==> config.mk <==
export PLATFORM = sky130hd
export DESIGN_NAME = spi_reg_bank_flat
export DESIGN_NICKNAME = d
export VERILOG_FILES = /design/src/rtl/spi_reg_bank_if.sv /design/src/rtl/spi_reg_bank.sv /design/src/flat_wrapper.sv
export SDC_FILE = /design/constraint.sdc
export NUM_CORES = 1
export LEC_CHECK = 0
export BUFFER_PORTS_ARGS = -buffer_cell sky130_fd_sc_hd__buf_2
export CORE_MARGIN = 3
export CORE_UTILIZATION = 45
export DETAILED_ROUTE_END_ITERATION = 12
export PLACE_DENSITY = 0.67
export SYNTH_ARGS = -nofsm -noshare
export SYNTH_HDL_FRONTEND = slang
export SYNTH_SLANG_ARGS = --single-unit
==> constraint.sdc <==
create_clock -name clk -period 6.75 [get_ports clk]
set_clock_uncertainty 0.05 [all_clocks]
set_input_delay 0.3375 -clock clk [delete_from_list [all_inputs] [get_ports clk]]
set_output_delay 0.3375 -clock clk [all_outputs]
set_load 0.05 [all_outputs]
==> src/rtl/spi_reg_bank_if.sv <==
// Bus between the spi_slave transfer engine (master) and the register bank (slave).
interface spi_reg_bank_if #(
    parameter int DW = 32,
    parameter int AW = 7
);
    logic          spi_we;
    logic          spi_re;
    logic [AW-1:0] addr;
    logic [DW-1:0] wdat;
    logic [DW-1:0] rdat;

    // spi_we/spi_re act as the valid of a transfer: a level pulse, asynchronous to
    // clk, with addr (and wdat for writes) stable for as long as it is high. There is
    // no ready: the slave accepts every strobe once. rdat holds the last read result.
    modport master (output spi_we, spi_re, addr, wdat, input rdat);
    modport slave  (input spi_we, spi_re, addr, wdat, output rdat);
endinterface

==> src/rtl/spi_reg_bank.sv <==
// SPI-facing register bank: synchronised strobes, NREG RW registers, a status word
// and write/read/error event counters.
module spi_reg_bank #(
    parameter int            DW          = 32,
    parameter int            AW          = 7,
    parameter int            NREG        = 4,
    parameter logic [AW-1:0] BASE        = 7'h70,
    parameter logic [DW-1:0] RESET_VAL   = '0,
    parameter int            SYNC_STAGES = 2
) (
    input  logic               clk,
    input  logic               reset,
    spi_reg_bank_if.slave      bus,
    input  logic [DW-1:0]      status_in,
    output logic [NREG*DW-1:0] reg_out,
    output logic [NREG-1:0]    wr_strobe,
    output logic               err
);
    localparam logic [AW-1:0] A_STATUS = AW'(7'h7C);
    localparam logic [AW-1:0] A_WCNT   = AW'(7'h7D);
    localparam logic [AW-1:0] A_RCNT   = AW'(7'h7E);
    localparam logic [AW-1:0] A_ECNT   = AW'(7'h7F);
    localparam logic [AW-1:0] NREG_A   = AW'(NREG);

    logic [SYNC_STAGES-1:0] we_sync, re_sync;
    logic                   we_q_d, re_q_d;
    logic                   we_en, re_en;

    logic [DW-1:0] regs [NREG];
    logic [DW-1:0] wr_cnt, rd_cnt, err_cnt;
    logic [DW-1:0] wr_cnt_nxt, rd_cnt_nxt, err_cnt_nxt;
    logic [DW-1:0] rd_val;

    logic [AW-1:0] off;
    logic          is_rw, is_status, is_wcnt, is_rcnt, is_ecnt, is_cnt;
    logic          w_ill, r_ill;

    always_ff @(posedge clk) begin
        if (reset) begin
            we_sync <= '0;
            re_sync <= '0;
            we_q_d  <= 1'b0;
            re_q_d  <= 1'b0;
        end else begin
            we_sync <= {we_sync[SYNC_STAGES-2:0], bus.spi_we};
            re_sync <= {re_sync[SYNC_STAGES-2:0], bus.spi_re};
            we_q_d  <= we_sync[SYNC_STAGES-1];
            re_q_d  <= re_sync[SYNC_STAGES-1];
        end
    end

    // Rising-edge detect: one enable per strobe however long it is held.
    assign we_en = we_sync[SYNC_STAGES-1] & ~we_q_d;
    assign re_en = re_sync[SYNC_STAGES-1] & ~re_q_d;

    // Addresses below BASE wrap to a large offset, so one compare covers both bounds.
    assign off       = bus.addr - BASE;
    assign is_rw     = (off < NREG_A);
    assign is_status = (bus.addr == A_STATUS);
    assign is_wcnt   = (bus.addr == A_WCNT);
    assign is_rcnt   = (bus.addr == A_RCNT);
    assign is_ecnt   = (bus.addr == A_ECNT);
    assign is_cnt    = is_wcnt | is_rcnt | is_ecnt;

    assign w_ill = we_en & ~(is_rw | is_cnt);
    assign r_ill = re_en & ~(is_rw | is_status | is_cnt);

    always_comb begin
        rd_val = '0;
        if (is_rw) begin
            for (int i = 0; i < NREG; i++) begin
                if (off == AW'(i)) rd_val = regs[i];
            end
        end else if (is_status) begin
            rd_val = status_in;
        end else if (is_wcnt) begin
            rd_val = wr_cnt;
        end else if (is_rcnt) begin
            rd_val = rd_cnt;
        end else if (is_ecnt) begin
            rd_val = err_cnt;
        end
    end

    // A clear from a counter write overrides any increment landing in the same cycle.
    always_comb begin
        wr_cnt_nxt  = wr_cnt + DW'(we_en & (is_rw | is_rcnt | is_ecnt));
        rd_cnt_nxt  = rd_cnt + DW'(re_en & ~r_ill);
        err_cnt_nxt = err_cnt + DW'(w_ill) + DW'(r_ill);
        if (we_en && is_wcnt) wr_cnt_nxt  = '0;
        if (we_en && is_rcnt) rd_cnt_nxt  = '0;
        if (we_en && is_ecnt) err_cnt_nxt = '0;
    end

    always_ff @(posedge clk) begin
        if (reset) begin
            for (int i = 0; i < NREG; i++) regs[i] <= RESET_VAL;
            bus.rdat  <= '0;
            wr_cnt    <= '0;
            rd_cnt    <= '0;
            err_cnt   <= '0;
            wr_strobe <= '0;
            err       <= 1'b0;
        end else begin
            wr_strobe <= '0;
            for (int i = 0; i < NREG; i++) begin
                if (we_en && is_rw && off == AW'(i)) begin
                    regs[i]      <= bus.wdat;
                    wr_strobe[i] <= 1'b1;
                end
            end
            if (re_en) bus.rdat <= rd_val;
            wr_cnt  <= wr_cnt_nxt;
            rd_cnt  <= rd_cnt_nxt;
            err_cnt <= err_cnt_nxt;
            err     <= w_ill | r_ill;
        end
    end

    for (genvar gi = 0; gi < NREG; gi++) begin : g_out
        assign reg_out[gi*DW +: DW] = regs[gi];
    end
endmodule
==> src/flat_wrapper.sv <==
// flat-port wrapper written by rule: the top's interface ports become plain ports
module spi_reg_bank_flat 
#(
    parameter int            DW          = 32,
    parameter int            AW          = 7,
    parameter int            NREG        = 4,
    parameter logic [AW-1:0] BASE        = 7'h70,
    parameter logic [DW-1:0] RESET_VAL   = '0,
    parameter int            SYNC_STAGES = 2
)
  (clk, reset, status_in, reg_out, wr_strobe, err, bus_spi_we, bus_spi_re, bus_addr, bus_wdat, bus_rdat);
  spi_reg_bank_if #(.DW(DW), .AW(AW)) bus_i ();
  input  logic clk;
  input  logic reset;
  input  logic [DW-1:0] status_in;
  output logic [NREG*DW-1:0] reg_out;
  output logic [NREG-1:0] wr_strobe;
  output logic err;
  input wire logic [$bits(bus_i.spi_we)-1:0] bus_spi_we;
  input wire logic [$bits(bus_i.spi_re)-1:0] bus_spi_re;
  input wire logic [$bits(bus_i.addr)-1:0] bus_addr;
  input wire logic [$bits(bus_i.wdat)-1:0] bus_wdat;
  output wire logic [$bits(bus_i.rdat)-1:0] bus_rdat;
  assign bus_i.spi_we = bus_spi_we;
  assign bus_i.spi_re = bus_spi_re;
  assign bus_i.addr = bus_addr;
  assign bus_i.wdat = bus_wdat;
  assign bus_rdat = bus_i.rdat;
  spi_reg_bank #(.DW(DW), .AW(AW), .NREG(NREG), .BASE(BASE), .RESET_VAL(RESET_VAL), .SYNC_STAGES(SYNC_STAGES)) u_core (.clk(clk), .reset(reset), .bus(bus_i), .status_in(status_in), .reg_out(reg_out), .wr_strobe(wr_strobe), .err(err));
endmodule
# After elaboration in Yosys (flattened, before gate mapping)
# Memories as Yosys holds them, arrays and structs flattened.
# Index checks and enable logic that the tools add are counted.
[classes]
n_addsub = 5
order_cmp = 1
eq_ne = 7
muxes = 27
n_bitwise = 23
reduce_logical = 12
[op_table]
columns = ["operator", "n"]
rows = [
  ["$mux 32", 13],
  ["$add 32x1->32", 2],
  ["$add 32x32->32", 2],
  ["$and 1x32->32", 2],
  ["$not 1->32", 1],
  ["$or 32x1->32", 1],
  ["$eq 7x7->1 const B", 4],
  ["$eq 7x2->1 const B", 2],
  ["$mux 1", 14],
  ["$or 1x1->1", 11],
  ["$logic_and 1x1->1", 8],
  ["$eq 7x1->1 const B", 1],
  ["$logic_not 7->1", 1],
  ["$lt 7x3->1 const B", 1],
  ["$sub 7x7->7 const B", 1],
  ["$reduce_or 2->1", 3],
  ["$and 1x1->1", 4],
  ["$not 1->1", 4],
]
[word_totals]
reg_bits = 139
ram_bits = 128
inputBits = 75
n_memories = 1
[memory_table]
columns = ["memory", "words", "word_bits", "rd", "rd_ports_with_merged_regs", "write_ports", "line", "text"]
rows = [
  ["u_core.regs", 4, 32, 4, 0, 4, "spi_reg_bank.sv:29", "logic [DW-1:0] regs [NREG];"],
]

# Longest topological paths before layout
# Gate-level depths: netlist (run 1).
[logic_depth]
depth_word = 9
depth_mapped = 13
ltp_nobuf = 12

# Worst setup path before layout (run 1)
# OpenSTA, ideal clock, no wires.
[synth_timing]
path_kind = "input to register"
from = "in bus_addr[4]"
to = "reg u_core.rd_cnt[20]"
setup_time_ns = 0.060
t_arrival_ns = 3.141
t_required_ns = 6.640
path_slack_ns = 3.500
path_stages = 13
n_path_buf = 1
cell_sequence = "ha_1 ha_1 nor2_1 nand3_1 clkbuf_1 a21oi_1 ha_1 ha_1 nand3_1 nor4_2 nand2_1 or4_1 nand2_1"
[synth_via]
elab_chain_len = 9
word_cells_on_any_way = 17
cone_classes = "add/sub: 2; order compare: 1; eq/ne: 4; bitwise: 8; reduce/logical: 2"
[synth_lines]
columns = ["item", "line", "text"]
rows = [
  ["start: declaration", "flat_wrapper.sv:21", "input wire logic [$bits(bus_i.addr)-1:0] bus_addr;"],
  ["$sub 7x7->7, or another cell as far along", "spi_reg_bank.sv:57", "assign off = bus.addr - BASE;"],
  ["$lt 7x3->1 / $or 1x1->1 (equally long branches)", "spi_reg_bank.sv:58, spi_reg_bank.sv:63", ""],
  ["$or 1x1->1, on equally long branches", "spi_reg_bank.sv:66, spi_reg_bank.sv:63", ""],
  ["$or 1x1->1", "spi_reg_bank.sv:66", "assign r_ill = re_en & ~(is_rw | is_status | is_cnt);"],
  ["$not 1->1", "spi_reg_bank.sv:66", ""],
  ["$and 1x1->1", "spi_reg_bank.sv:66", ""],
  ["$not 1->32", "spi_reg_bank.sv:88", "rd_cnt_nxt = rd_cnt + DW'(re_en & ~r_ill);"],
  ["$and 1x32->32", "spi_reg_bank.sv:88", ""],
  ["$add 32x32->32", "spi_reg_bank.sv:88", ""],
  ["end signal: assignment", "spi_reg_bank.sv:114", "rd_cnt <= rd_cnt_nxt;"],
  ["end: declaration", "spi_reg_bank.sv:30", "logic [DW-1:0] wr_cnt, rd_cnt, err_cnt;"],
]
# Parallel ways exist; a longest one is shown, timed or not.
# A chain may end at the register's enable or synchronous reset.

# Final worst setup path (run 1)
[layout_timing]
from = "in bus_addr[4]"
to = "reg u_core.wr_cnt[30]"
[layout_via]
elab_chain_len = 6
word_cells_on_any_way = 11
cone_classes = "add/sub: 2; order compare: 1; eq/ne: 3; bitwise: 3; reduce/logical: 2"
[layout_lines]
columns = ["item", "line", "text"]
rows = [
  ["$sub 7x7->7", "spi_reg_bank.sv:57", ""],
  ["$lt 7x3->1", "spi_reg_bank.sv:58", "assign is_rw = (off < NREG_A);"],
  ["$or 1x1->1", "spi_reg_bank.sv:87", "wr_cnt_nxt = wr_cnt + DW'(we_en & (is_rw | is_rcnt | is_ecnt));"],
  ["$or 32x1->32", "spi_reg_bank.sv:87", ""],
  ["$and 1x32->32", "spi_reg_bank.sv:87", ""],
  ["$add 32x32->32", "spi_reg_bank.sv:87", ""],
  ["end signal: assignment", "spi_reg_bank.sv:113", "wr_cnt <= wr_cnt_nxt;"],
  ["end: declaration", "spi_reg_bank.sv:30", ""],
]
# Parallel ways exist; a longest one is shown, timed or not.

==> results of run 1 <==
## layer usage
metal | GRT usage (%) | wire [um] | vias to the layer above | share of wire, %
met5 | 0 | 0 | - | 0
met4 | 7.71 | 1210 | 0 | 3.0
met3 | 6.40 | 3650 | 72 | 9.1
met2 | 40.4 | 18600 | 436 | 46
met1 | 34.5 | 16700 | 5142 | 42
li1 | - | - | 4852 | -
## cell type report
cell class / instances / area [um2]
clock inverter: 16 / 153
fill: 2446 / 12100
tap: 372 / 465
timing repair buffer: 267 / 1440
clock buffer: 40 / 808
antenna: 1 / 2.50
inverter: 15 / 56.3
multi-input combinational: 853 / 5640
sequential: 267 / 6630
## timing repair
action	in CTS	in global routing
hold endpoints to repair	30	0
gates resized for setup	0	0
hold buffers	11	0
endpoints found under the setup margin	0	0
## cell families after synthesis
kind of cell	after synthesis	share of synthesized area [%]
buffers and inverters	103	3.29
muxes	40	3.96
DFF	267	52.4
and+or+nand+nor	516	21.7
adders and majority gates	9	0.950
AOI/OAI and AO/OA	212	12.4
xor gates and xnor gates	76	5.26
## per-stage QoR
| stage | cells | util (%) | power (mW) | hold WS, ns | worst slack (ns) |
|---|---|---|---|---|---|
| 5_1_grt | 1830 | 55.6 | 3.79 | 0.0167 | 2.72 |
| 3_5_place_dp | 1763 | 51.7 | 2.12 | 0.384 | 2.59 |
| 6_report | 1831 | 55.6 | 3.70 | 0.00807 | 3.08 |
| 2_1_floorplan | 1223 | - | 2.01 | 0.364 | 3.50 |
| 4_1_cts | 1830 | 55.6 | 3.70 | 0.0000598 | 3.14 |
| 3_3_place_gp | 1763 | 51.7 | 2.12 | 0.379 | 2.70 |
## sequential cells by signal (all words and copies together) (netlist names)
signal and count:
u_core.regs 128, u_core.re_sync 2, u_core.re_q_d 1, u_core.we_q_d 1, u_core.err_cnt 32, u_core.bus.rdat 32
u_core.wr_strobe 4, u_core.we_sync 2, u_core.rd_cnt 32, u_core.err 1, u_core.wr_cnt 32
## path summary, 6_finish.rpt
| check | to | slack, ns | depth (start not counted) |
|---|---|---|---|
| setup / recovery | u_core.wr_cnt[30] | 3.08 | 13 |
| hold / removal | u_core.regs[0][119] | 0.008 | 2 |
| setup reg to reg | u_core.wr_cnt[30] | 3.42 | 8 |
| hold reg to reg | u_core.we_sync[1] | 0.40 | 1 |
## power groups by stage
stage | combinational, mW | sequential, mW | clock [mW]
after floorplan | 0.102 | 1.90 | 0
after global placement | 0.332 | 1.79 | 0
after detailed placement | 0.334 | 1.79 | 0
after CTS | 0.340 | 1.75 | 1.61
after global routing | 0.359 | 1.76 | 1.68
final | 0.341 | 1.75 | 1.60
## layout by cell type, fill, tap and decap left out, types with 21 or more instances in the layout
cell type	count
buf_2	237
nor2_1	167
dfxtp_1	139
and2_1	137
edfxtp_1	128
a21oi_1	54
nand2_1	46
xnor2_1	43
a211oi_1	33
xor2_1	33
nand3_1	32
mux2i_1	32
clkbuf_16	30
nor3_1	25
nor4_1	24
a221oi_1	23
nand4_1	21
==> run summary, run 1 <==
Status = finished, final reports clean
#FFs+latches synth = 267
Detailed Route WL = 40200 um
Largest net degree at the start of global routing = 68
Synth warn = 0
Sw frac = 26.2%
Die area = 30200 um2
Part of the power in registers = 47.4%
Remaining routing DRC violations = 0
Final setup viols = 0
Total number of vias = 10500
Final period demand of the worst path = 3.67 ns
Clock Sinks = 267
H-tree levels = 1
Syn nets = 1307
Post-CTS setup buffers = 0
Slowest CP cell = or3_1
Drt first pass iters = 5
Asr flop ratio synth = 0%
Die width = 174 um
Detailed placer's ending HPWL = 27400 um
Power Internal = 2.73 mW
CP Class = input pin to flop
Worst slew pin tran = 1.26 ns
Post-layout instance area = 15200 um2
Gpl congestion = 0.877
Pwr dens = 243 nW/um2
Insertion delay to the later sink of the worst-skew pair = 0.59 ns
Rel. slew slack = 15.5%
Critical-path cell list = buf_2 -> ha_1 -> ha_1 -> nor2_1 -> nand3_1 -> buf_4 -> a21oi_1 -> ha_1 -> ha_1 -> nand4_1 -> or3_1 -> or4_1 -> a21oi_1
Number of antenna violations at the first check in global routing = 1
Post-DR wirelength/cell = 22.0 um
Largest cells by area after synthesis = edfxtp_1 30%, dfxtp_1 22%, and2_1 6.8%
CP Max Fanout = 19
Mapped Area = 12600 um2
Vias in the first global route = 10100
CP startpoint = bus_addr[4]
Final Slew Violations = 0
Fmax = 273 MHz
Starting density of the core = 46.3%
Total net switching power = 0.967 mW
TritonCTS Buffers = 30
Hold Fails Final Rpt = 0
Share of layout cells above drive strength 1 = 22.2%
Critical path data arrival time = 4.09 ns
Gate power share = 9.2%
IO Port Bufs = 239
Max IR drop VDD = 0.190 mV
Yosys cell types = 56
Leading area contributor after synthesis = edfxtp_1
Max Cap Viol = 0
Core ar. = 27300 um2
Critical path's top delay family = simple AND/OR/NAND/NOR gates
# rows = 60
CTS tree = built
Leak = 6.10 nW
CP peak stage delay = 0.58 ns
Chip height = 174 um
Tot GR Track Use = 25.4%
Setup TNS = 0 ns
Syn Inst Count = 1223
I/O Pins = 240
Critical Path Most Common Cell = ha_1
Worst Setup End Kind = flop
Startpoint class of the critical path = input pin
Avg Synthesized Cell Area = 10.3 um2
Min-delay src = bus_wdat[23]
Violation count after the first detailed-route iteration = 1108
Top cell type's share of synthesized area = 30.4%
Required time worst endpoint = 7.17 ns
Grt ovf = 0
Area Overhead vs Synth = 20.1%
First-pass GRT wire length = 60300 um
Clock share of power = 43.3%
CTS clk-pin slew, worst paths = 0.07 ns
Reg2reg start = u_core.we_q_d
Final nets = 1518
Hold/Removal Path Class = input pin to flop
Sequential area share after synthesis = 52.4%
Root Driver = clkbuf_16
Main synth FF type = dfxtp_1
Clk buf depth = 3
Most frequent cell after synthesis = nor2_1
DP Area = 14100 um2
Crit path buffers/inverters = 2
Post-synth top cells = 167 x nor2_1, 139 x dfxtp_1, 137 x and2_1
RSZ-0062 raised after global routing = false
Detail Route Antenna Nets = 0
Post-synth EDFFs = 128
Via density = 5.74
Tcrit/Tclk final = 54.3%
No activity file was read; power rests on OpenSTA's default activity.
==> inputs of run 2 (changes only) <==
- PLACE_DENSITY: 0.67 -> 0.7
- clock period: 6.75 -> 2.95 ns (I/O delays scaled with it)
==> run 2 against run 1 <==
  * Cell area grew 4.6%
  * Critical endpoint is now u_core.err_cnt[26]
  * Critical path depth fell by 4
  * Non-clock buffer count up 62
  * Die area stayed put
  * Utilization up 2.6 points
  * Cell count rose by 3.2%
  * Sequential share of layout area is 1.9 points lower
  * Routed wire length is 1.1% higher
  * Combinational power is 140% higher
  * Largest power group unchanged
==> run summary, run 2 (synthesis results as in run 1) <==
Status = finished, final reports clean
Commonest non-fill, non-tap cell in the layout = buf_2
Hold Path Depth = 4 (+2)
Most frequent cells in the layout = 237 x buf_2, 167 x nor2_1, 139 x dfxtp_1
Die width = 174 um (unchanged)
Required time worst endpoint = 3.30 ns (-3.87 ns)
Number of antenna violations at the first check in global routing = 0 (-1)
Leak = 6.49 nW (+6.3%)
H-tree levels = 1 (unchanged)
I/O Pins = 240 (unchanged)
Fmax = 407 MHz
Clk buf depth = 3 (unchanged)
Max FFs per register = 128 (unchanged)
Max IR drop VDD = 0.465 mV (+150%)
Final core occ = 58.2% (+2.6 points)
# diodes = 0 (-1)
Chip height = 174 um (unchanged)
Most flop-heavy register = u_core.regs
Detailed Route WL = 40600 um (+1.1%)
Final setup viols = 0 (unchanged)
Startpoint class of the critical path = flop
RSZ-0062 raised after global routing = false
Hold/Removal Path Class = input pin to flop
Starting density of the core = 46.3% (unchanged)
R2R depth = 9 (+1)
Rel. slew slack = 36.4% (+21 points)
Detailed placer's ending HPWL = 28400 um (+3.6%)
Largest net degree at the start of global routing = 57 (-16%)
Pwr dens = 554 nW/um2 (+130%)
Tcrit/Tclk final = 83.3%
Hold Fails Final Rpt = 0 (unchanged)
Area of the multi-input gates = 5650 um2 (+0.20%)
IO Port Bufs = 239 (unchanged)
Via density = 5.68 (-1.0%)
Critical path data arrival time = 2.81 ns (-1.28 ns)
Register Area = 6630 um2 (unchanged)
Final nets = 1579 (+4.0%)
Layout fillers = 2341 (-4.3%)
Worst Setup End Kind = flop
Detail Route Antenna Nets = 0 (unchanged)
Violation count after the first detailed-route iteration = 840 (-24%)
Final Slew Violations = 0 (unchanged)
CTS clk-pin slew, worst paths = 0.06 ns (about the same)
Die area = 30200 um2 (unchanged)
Grt ovf = 0 (unchanged)
Share of layout cells above drive strength 1 = 24.3% (+2.2 points)
# rows = 60 (unchanged)
CP Class = flop to flop
Total number of vias = 10700 (+2.1%)
Core ar. = 27300 um2 (unchanged)
Final period demand of the worst path = 2.46 ns
Post-DR wirelength/cell = 21.5 um (-2.0%)
R2R setup slack = 0.49 ns (-2.93 ns)
CTS tree = built
CP Max Fanout = 14 (-5)
End of the critical path = u_core.err_cnt[26]
Clock Sinks = 267 (unchanged)
Vias in the first global route = 10700 (+5.7%)
Max Cap Viol = 0 (unchanged)
CP startpoint = u_core.re_q_d
Setup TNS = 0 ns (unchanged)
Worst slew pin tran = 0.954 ns (-0.309 ns)
Root Driver = clkbuf_16
Drt first pass iters = 6 (+1)
Reg-to-reg endpoint = u_core.err_cnt[26]
Gpl congestion = 0.873 (-0.43%)
First-pass GRT wire length = 62700 um (+3.8%)
TritonCTS Buffers = 29 (-3.3%)
Insertion delay to the later sink of the worst-skew pair = 0.55 ns (-0.04 ns)
Tot GR Track Use = 26.2% (+0.71 points)
Reg2reg start = u_core.re_q_d
Remaining routing DRC violations = 0 (unchanged)
Area Overhead vs Synth = 25.6%
==> run 2: how the worst min path moves through the flow <==
stage	slack (ns)	start	endpoint
5_1_grt	0.1	status_in[23]	u_core.bus.rdat[23]
4_1_cts	0.07	status_in[5]	u_core.bus.rdat[5]
3_5_place_dp	0.36	bus_spi_we	u_core.we_sync[0]
6_report	0.1	status_in[5]	u_core.bus.rdat[5]
3_3_place_gp	0.37	bus_spi_we	u_core.we_sync[0]
2_1_floorplan	0.23	bus_spi_re	u_core.re_sync[0]
==> run 2: report_power, final <==
group | switching, mW | internal (mW)
clock | 1.49 | 2.48
combinational | 0.601 | 0.230
sequential | 0.0526 | 3.96
total | 2.14 | 6.66
==> run 2: area by class of cell <==
cell class              instances  share of cell area (%)
flip-flops and latches        267                    41.7
multi-input cells             853                    35.6
repair buffers                329                    12.9
clock buffers                  42                    5.26
well taps                     372                    2.93
clock inverters                11                    1.31
inverters                      15                   0.354
==> run 2: timing repair <==
| item | CTS | global route |
|---|---|---|
| hold buffers | 34 | 0 |
| hold endpoints to repair | 130 | 0 |
| resized for setup | 0 | 0 |
| buffers inserted | 0 | 0 |
==> run 2: metal layers <==
| layer | share of wire (%) | global-route usage (%) | vias up | wire, um |
|---|---|---|---|---|
| li1 | - | - | 4986 | - |
| met1 | 41 | 34.3 | 5220 | 16500 |
| met2 | 47 | 43.2 | 449 | 19300 |
| met3 | 9.8 | 7.14 | 66 | 3980 |
| met4 | 2.2 | 6.47 | 0 | 898 |
| met5 | 0 | 0 | - | 0 |
==> run 2: worst max-delay path, stage by stage (launching register included) <==
cell and delay, ns:
dfxtp_1 0.31, nand2b_1 0.23, nor3_1 0.37, fa_1 0.28, ha_1 0.18, nand4_1 0.09
buf_4 0.21, nor4b_1 0.37, xnor2_1 0.16, nor2_1 0.05
==> run 2: through the flow <==
stage               setup WS (ns)  hold slack, ns  cells  total power, mW  instance area, um2
floorplan                 0.00477           0.226   1223             4.59               12700
global placement            0.106           0.366   1802             4.87               14500
detailed placement        0.00250           0.365   1802             4.88               14500
CTS                         0.528          0.0693   1889             8.84               15900
global route                0.272          0.0958   1889             9.07               15900
finish                      0.492          0.0956   1889             8.80               15900
==> inputs of run 3 (changes only) <==
- PLACE_DENSITY: 0.7 -> 0.67
- clock period: 2.95 -> 2.29 ns (I/O delays scaled with it)
==> run 3 against run 2 <==
  * Setup slack got worse by 0.37 ns
  * First-iteration DRC count grew 5.1%
  * Sequential cell count unchanged
  * Fmax increased by 14%
  * Die area is the same
  * Clock power grew 14%
  * Routed wire length increased by 2.0%
  * Cell area up 5.7%
  * Non-clock buffer count rose by 55
  * Largest cell class unchanged
==> run summary, run 3 (synthesis results as in run 1) <==
Leak = 7.02 nW (+8.2%)
Insertion delay to the later sink of the worst-skew pair = 0.58 ns (+0.03 ns)
RSZ-0062 raised after global routing = true
Layout fillers = 2330 (-0.47%)
Max FFs per register = 128 (unchanged)
Pwr dens = 643 nW/um2 (+16%)
First-pass GRT wire length = 62800 um (+0.24%)
CP Class = flop to flop
Startpoint class of the critical path = flop
Hold Path Depth = 4 (unchanged)
Part of the power in registers = 47.8% (+2.2 points)
Clk buf depth = 3 (unchanged)
R2R setup slack = 0.13 ns (-0.37 ns)
Min-delay src = status_in[3]
Die width = 174 um (unchanged)
CTS tree = built
Critical-path cell list = nand2b_4 -> nor3_4 -> fa_2 -> ha_4 -> nand4_1 -> buf_12 -> nor4b_4 -> xnor2_1 -> nor2_1
Slowest CP cell = dfxtp_2
Final nets = 1635 (+3.5%)
Reg2reg start = u_core.re_q_d
Remaining routing DRC violations = 0 (unchanged)
# rows = 60 (unchanged)
Clock Sinks = 267 (unchanged)
Vias in the first global route = 10800 (+0.62%)
CP startpoint = u_core.re_q_d
Area Overhead vs Synth = 32.8%
Most frequent cells in the layout = 237 x buf_2, 164 x nor2_1, 137 x and2_1
Rel. slew slack = 48.4% (+12 points)
Total number of vias = 10900 (+2.0%)
Grt ovf = 0 (unchanged)
CP Max Fanout = 11 (-3)
Final setup viols = 0 (unchanged)
Violation count after the first detailed-route iteration = 883 (+5.1%)
Power Internal = 7.98 mW (+20%)
Root Driver = clkbuf_16
Worst slew pin tran = 0.774 ns (-0.180 ns)
Commonest non-fill, non-tap cell in the layout = buf_2
Core ar. = 27300 um2 (unchanged)
Power, Total = 10.8 mW (+23%)
Critical path data arrival time = 2.53 ns (-0.28 ns)
Detailed placer's ending HPWL = 29400 um (+3.5%)
Tot GR Track Use = 26.4% (+0.23 points)
Instance count on the critical path = 9 (unchanged)
Tcrit/Tclk final = 94.5% (+11 points)
Sw frac = 26.2% (+1.9 points)
Detail Route Antenna Nets = 0 (unchanged)
Gate power share = 10.6% (+1.2 points)
Non-Filler Instances = 1940 (+2.7%)
Die area = 30200 um2 (unchanged)
Drt first pass iters = 5 (-1)
Gpl congestion = 0.897 (+2.8%)
Largest net degree at the start of global routing = 60 (+5.3%)
Placed insts = 1856 (+3.0%)
Fmax = 462 MHz (+14%)
Required time worst endpoint = 2.66 ns (-0.64 ns)
Max Cap Viol = 0 (unchanged)
Hold EP = u_core.bus.rdat[3]
Final period demand of the worst path = 2.16 ns (-0.294 ns)
IO Port Bufs = 239 (unchanged)
Hold Fails Final Rpt = 0 (unchanged)
Starting density of the core = 46.3% (unchanged)
Detailed Route WL = 41500 um (+2.0%)
Final Slew Violations = 0 (unchanged)
Share of layout cells above drive strength 1 = 29.8% (+5.5 points)
CP peak stage delay = 0.32 ns (-0.05 ns)
Number of antenna violations at the first check in global routing = 0 (unchanged)
R2R depth = 9 (unchanged)
Reg-to-reg endpoint = u_core.err_cnt[26]
Chip height = 174 um (unchanged)
# diodes = 0 (unchanged)
Hold/Removal Path Class = input pin to flop
Most flop-heavy register = u_core.regs
CTS clk-pin slew, worst paths = 0.06 ns (about the same)
Final core occ = 61.5% (+3.3 points)
Total net switching power = 2.83 mW (+32%)
Worst Setup End Kind = flop
H-tree levels = 1 (unchanged)
I/O Pins = 240 (unchanged)
Post-DR wirelength/cell = 21.4 um (-0.70%)
Via density = 5.64 (-0.65%)
Max IR drop VDD = 0.647 mV (+39%)
Clock share of power = 41.6% (-3.4 points)
TritonCTS Buffers = 30 (+3.4%)
Critical path's top delay family = simple AND/OR/NAND/NOR gates
Status = finished, final reports clean
Crit path buffers/inverters = 1 (unchanged)
Setup TNS = 0 ns (unchanged)
==> run 3: cell types whose count changed in the layout (fill, tap and decap cells not counted), moves of 7 or more <==
cell,before,now
ha_1,8,1
buf_12,7,21
buf_4,51,91
nor4_1,24,17
nor3_1,25,11
nor3_4,0,13
==> run 3: routing by layer <==
metal	GRT usage (%)	wire length [um]	up-vias
li1	-	-	5086
met1	34.9	17200	5349
met2	43.2	19600	423
met3	6.61	3440	81
met4	7.77	1200	0
met5	0	0	-
==> run 3: through the flow <==
step	instance area, um2	hold WS, ns	setup WS (ns)
6_report	16800	0.0345	0.125
5_1_grt	16800	0.0601	-0.0115
4_1_cts	16800	0.00723	0.0181
3_5_place_dp	15500	0.283	-0.413
3_3_place_gp	15500	0.282	-0.343
2_1_floorplan	13200	0.193	-0.275
==> run 3: worst max-delay path by stage <==
stage,end,slack (ns)
after floorplan,u_core.wr_cnt[30],-0.27
after global placement,u_core.err_cnt[26],-0.34
after detailed placement,u_core.err_cnt[26],-0.41
after CTS,u_core.err_cnt[26],0.02
after global routing,u_core.err_cnt[16],-0.01
final,u_core.err_cnt[26],0.13
==> run 3: what timing repair did <==
item | 4_1_cts | 5_1_grt
hold endpoints to repair | 131 | 0
hold buffers | 35 | 0
pin swaps | 0 | 5
resized for setup | 1 | 5
setup endpoints to repair | 1 | 12
setup buffers | 0 | 0
==> run 3: worst min-delay path: stages <==
cell and delay, ns:
buf_2 0.09, a211o_1 0.21, nor2_1 0.06, nor4_1 0.14
==> run 3: cell type report <==
cell class | instances | area, um2 | share of cell area (%)
tap | 372 | 465 | 2.77
clock inverter | 13 | 124 | 0.738
multi-input combinational | 853 | 6090 | 36.3
timing repair buffer | 384 | 2640 | 15.7
clock buffer | 36 | 783 | 4.66
sequential | 267 | 6630 | 39.5
inverter | 15 | 56.3 | 0.335
==> run 3: power groups by stage <==
stage                     sequential [mW]  clock, mW  combinational, mW
after detailed placement             5.26          0               1.09
final                                5.16       4.50               1.14
after CTS                            5.16       4.55               1.14
after floorplan                      5.61          0              0.318
after global routing                 5.17       4.75               1.20
after global placement               5.26          0               1.08
